--- config.mk ---
export PLATFORM = sky130hd
export DESIGN_NAME = alu_exec_unit
export DESIGN_NICKNAME = d
export VERILOG_FILES = /design/src/rtl/alu_exec_unit.sv
export SDC_FILE = /design/constraint.sdc
export NUM_CORES = 1
export LEC_CHECK = 0
export CAP_MARGIN = 20
export CORE_UTILIZATION = 55
export CTS_CLUSTER_DIAMETER = 40
export DETAILED_ROUTE_END_ITERATION = 12
export PLACE_DENSITY_LB_ADDON = 0.3
export SLEW_MARGIN = 20
export SYNTH_ARGS = -nofsm -noshare
export SYNTH_HDL_FRONTEND = slang
export SYNTH_SLANG_ARGS = --single-unit
--- constraint.sdc ---
create_clock -name clk -period 6.8 [get_ports clk]
set_clock_uncertainty 0.2 [all_clocks]
set_input_delay 1.02 -clock clk [delete_from_list [all_inputs] [get_ports clk]]
set_output_delay 1.02 -clock clk [all_outputs]
set_load 0.03 [all_outputs]
--- src/rtl/alu_exec_unit.sv ---
// alu_exec_unit
//   Consumes the 3-bit ALUControl code, evaluates the operation on two
//   operands and parks the result in a 2-entry FIFO so that writeback can
//   stall without losing results.
//
//   Optional feature macro: ALU_ERR_EN
//     defined   -> out_err port present; each entry carries an illegal-code flag
//     undefined -> no out_err port; illegal codes just yield result 0, zero 1
//
//   Ports
//     clk, rst              rising-edge clock, async active-high reset
//     in_valid / in_ready   operation handshake (in_ready from registered count)
//     alu_control, a, b     operation code and operands, sampled on accept
//     out_valid / out_ready result handshake for the buffer head
//     result, zero          head result and its zero flag
//     out_err               head came from an illegal code (ALU_ERR_EN only)
module alu_exec_unit #(
    parameter int WIDTH = 32
) (
    input  logic             clk,
    input  logic             rst,
    input  logic             in_valid,
    output logic             in_ready,
    input  logic [2:0]       alu_control,
    input  logic [WIDTH-1:0] a,
    input  logic [WIDTH-1:0] b,
    output logic             out_valid,
    input  logic             out_ready,
    output logic [WIDTH-1:0] result,
    output logic             zero
`ifdef ALU_ERR_EN
    ,
    output logic             out_err
`endif
);

    localparam logic [2:0] OP_ADD = 3'b000;
    localparam logic [2:0] OP_SUB = 3'b001;
    localparam logic [2:0] OP_AND = 3'b010;
    localparam logic [2:0] OP_OR  = 3'b011;
    localparam logic [2:0] OP_SLT = 3'b100;
    localparam logic [2:0] OP_XOR = 3'b101;

    // zero is kept per entry rather than derived from the head result so the
    // reset state can present result=0 with zero=0.
    typedef struct packed {
        logic [WIDTH-1:0] res;
        logic             zero;
`ifdef ALU_ERR_EN
        logic             err;
`endif
    } entry_t;

    entry_t     nent;
    entry_t     mem [2];
    entry_t     head;
    logic       rptr, wptr;
    logic [1:0] count;
    logic       acc, deq;

    always_comb begin
        nent = '0;
        case (alu_control)
            OP_ADD:  nent.res = a + b;
            OP_SUB:  nent.res = a - b;
            OP_AND:  nent.res = a & b;
            OP_OR:   nent.res = a | b;
            OP_SLT:  nent.res = {{(WIDTH-1){1'b0}}, ($signed(a) < $signed(b))};
            OP_XOR:  nent.res = a ^ b;
            default: begin
                nent.res = '0;
`ifdef ALU_ERR_EN
                nent.err = 1'b1;
`endif
            end
        endcase
        nent.zero = (nent.res == '0);
    end

    // in_ready depends only on registered count: no out_ready -> in_ready path.
    assign in_ready  = (count != 2'd2);
    assign out_valid = (count != 2'd0);
    assign acc       = in_valid && in_ready;
    assign deq       = out_valid && out_ready;

    always_ff @(posedge clk or posedge rst) begin
        if (rst) begin
            for (int i = 0; i < 2; i++) mem[i] <= '0;
            rptr  <= 1'b0;
            wptr  <= 1'b0;
            count <= 2'd0;
        end else begin
            if (acc) begin
                mem[wptr] <= nent;
                wptr      <= ~wptr;
            end
            if (deq) rptr <= ~rptr;
            case ({acc, deq})
                2'b10:   count <= count + 2'd1;
                2'b01:   count <= count - 2'd1;
                default: count <= count;
            endcase
        end
    end

    // Head is read straight from storage. While empty, rptr == wptr and that
    // slot is only written by the accept that makes the buffer non-empty, so
    // the outputs hold their last values; while full nothing is written.
    assign head   = mem[rptr];
    assign result = head.res;
    assign zero   = head.zero;
`ifdef ALU_ERR_EN
    assign out_err = out_valid & head.err;
`endif

endmodule

==> impl_metrics.env <==
export IMPL_io_pins=106
export IMPL_clock_sinks=70
export IMPL_synthFlopType="dfrtp_1"
export IMPL_critPathKind="in -> reg"
export IMPL_drc=0
export IMPL_gr_usage_met3_pct=6.27
export IMPL_crit_chain="clkdlybuf4s50_1 > inv_1 > ha_1 > nor3b_1 > nor3_2 > a211oi_2 > o31ai_1 > mux2i_1 > and3_1 > nor4b_1 > nand4_1 > or4_4 > o31ai_1"
export IMPL_cts_setup_buffers=0
export IMPL_critPathRequiredTime_ps=6830
export IMPL_slew_violations=0
export IMPL_dp_cells=1453
export IMPL_finalSetupViolations=0
export IMPL_synth_seq_cells=70
export IMPL_avgSynthCellArea_um2=7.70
export IMPL_grt_pass1_vias=9053
export IMPL_syn_inst=1184
export IMPL_timing_max_cap_violations=0
export IMPL_crit_family="simple AND/OR/NAND/NOR gates"
export IMPL_fmax_mhz=187
export IMPL_leakage_nw=4.58
export IMPL_hold_class="reg -> reg"
export IMPL_arrival_ps=5390
export IMPL_relSlewSlack_pct=39.1
export IMPL_io_buffer_count=105
export IMPL_antenna_left=0
export IMPL_period_share_pct=78.8
export IMPL_cts_buffer_depth=2
export IMPL_worst_pin_slew_ps=906
export IMPL_fillers=1410
export IMPL_multi_input_area_um2=6720
export IMPL_grt_ovfl_total=0
export IMPL_via_count=9582
export IMPL_design_core_area_um2=16100
export IMPL_finalSetupTns_ps=0
export IMPL_cts_root_buf="clkbuf_16"
export IMPL_first_pass_iters=5
export IMPL_ctsHtreeMaxLevel=3
export IMPL_cts_tree="built"
export IMPL_gp_congestion=1.00
export IMPL_antenna_found_initial=0
export IMPL_yosysWarningCount=0
export IMPL_synth_edf_count=0
export IMPL_grt_pass1_wl_um=47700
export IMPL_netlist_top_cells_count="ha_1, a21oi_1, nand2_1"
export IMPL_crit_buf_inv=2
export IMPL_dieArea_um2=17100
export IMPL_use_met2_pct=61.8
export IMPL_cp_slowest_stage_delay_ps=670
export IMPL_busiest_layer="met2"
export IMPL_synth_net_count=1362
export IMPL_slowest_stage="o31ai_1"
export IMPL_grtUsageMet1_pct=43.8
export IMPL_path_max_fanout=14
export IMPL_fp_dieW_um=131
export IMPL_p_per_area_nw_per_um2=278
export IMPL_post_drt_wl_per_cell_um=21.1
export IMPL_layout_setup_ws_ps=1440
export IMPL_routed_via_density=6.52
export IMPL_cts_hold_buffers=0
export IMPL_syn2layout_area_growth_pct=16.0
export IMPL_insertedDiodeCount=0
export IMPL_wl_um=31100
export IMPL_cp_common_cell="o31ai_1"
export IMPL_syn_area_um2=9120
export IMPL_cts_made_buffers=9
export IMPL_rsz0062_at_grt="no"
export IMPL_dp_slack_ps=1250
export IMPL_fin_cells=1469
export IMPL_critPathCaptureType="register"
export IMPL_vdd_ir_drop_max_uv=381
export IMPL_start_kind="primary input"
export IMPL_ff_latch_area_um2=1750
export IMPL_synth_cell_types=90
export IMPL_hold_viol=0
export IMPL_post_cts_resized=0
export IMPL_clk_latency_ps=330
export IMPL_synthTopCellsByArea="dfrtp_1, ha_1, mux2_2"
export IMPL_yosysTopAreaCell="dfrtp_1"
export IMPL_path_clk_slew_ps=60
export IMPL_fin_nets=1426
export IMPL_synth_top_area_share_pct=19.2
export IMPL_status="finished clean"
export IMPL_drtIter0Drc=977
export IMPL_final_core_util_pct=65.9
export IMPL_min_period_ps=5360
export IMPL_ys_seq_area_share_pct=19.2
export IMPL_grt_total_usage_pct=36.7
export IMPL_grt_max_degree=71
export IMPL_synth_most_common_cell="ha_1"
export IMPL_dp_hpwl_um=23600
export IMPL_drive_above_1_share_pct=10.1
export IMPL_die_h_um=131
export IMPL_row_count=46
export IMPL_ys_async_sr_fraction_pct=100
export IMPL_start_util_pct=56.8
[flip-flops by register name (all words and copies together), names as in the netlist]
register,cells
wptr,1
rptr,1
mem,66
count,2
[placed cells by master, fill, tap and decap left out, types with 16 or more instances in the layout]
master	instances
o211ai_1	27
mux2_2	56
nor4_1	17
buf_4	16
nand4_1	18
clkdlybuf4s50_1	104
o31ai_1	20
o21ai_0	72
nand3_1	22
nor2b_1	19
dfrtp_1	70
nand2_1	102
nor2_1	99
ha_1	105
a21oi_1	103
inv_1	98
nor3_1	25
[final timing paths]
| kind | from | endpoint | slack, ps | cells past startpoint |
|---|---|---|---|---|
| hold / removal | mem[24] | mem[24] | 270 | 2 |
| hold reg to reg | mem[24] | mem[24] | 270 | 2 |
| setup / recovery | a[4] | mem[33] | 1440 | 13 |
| setup reg to reg | count[0] | mem[9] | 4570 | 5 |
| max in group asynchronous | rst | mem[56] | 4740 | 3 |
| min in group asynchronous | rst | mem[7] | 1080 | 3 |
[metrics by stage]
step	hold WS [ps]	area [um^2]	total power, W
finish	274	10600	0.00294
global route	309	10600	0.00311
CTS	281	10600	0.00294
detailed placement	266	10300	0.00244
global placement	258	10300	0.00241
floorplan	240	9120	0.00186
[logic make-up (layout without fill, tap and decap cells)]
group                    count (synthesis)  count (layout)  share of synthesized area (%)
flip-flops                              70              70                           19.2
multiplexers                            70              70                           8.73
AND/OR/NAND/NOR                        384             384                           21.0
adder cells (fa/ha/maj)                107             107                           14.8
XOR/XNOR                                16              16                           1.54
buffers and inverters                  167             236                           7.24
AO/OA/AOI/OAI                          370             370                           27.5
[layer usage]
metal  part of all wire (%)  vias to the layer above
li1                       -                     4445
met1                     40                     4543
met2                     46                      477
met3                    7.3                      117
met4                    6.5                        0
met5                      0                        -
[where the power goes]
group,total [W],switching [W],internal [W]
sequential,0.000719,0.000105,0.000614
combinational,0.00175,0.00102,0.000738
clock,0.000471,0.000169,0.000302
total,0.00294,0.00129,0.00165
[layout make-up]
type | instances | share of cell area [%]
Inverter | 99 | 3.51
Sequential cell | 70 | 16.6
Timing Repair Buffer | 121 | 11.0
Clock buffer | 12 | 2.42
Tap cell | 216 | 2.55
Multi-Input combinational cell | 947 | 63.5
Clock inverter | 4 | 0.426
[worst register-to-register path: cells and delay by family, from the launching register on]
kind / cells / cell delay (ps)
muxes: 1 / 400
buffers and inverters: 2 / 800
and+or+nand+nor: 2 / 290
DFF: 1 / 420
(Power assumes the default switching activity.)
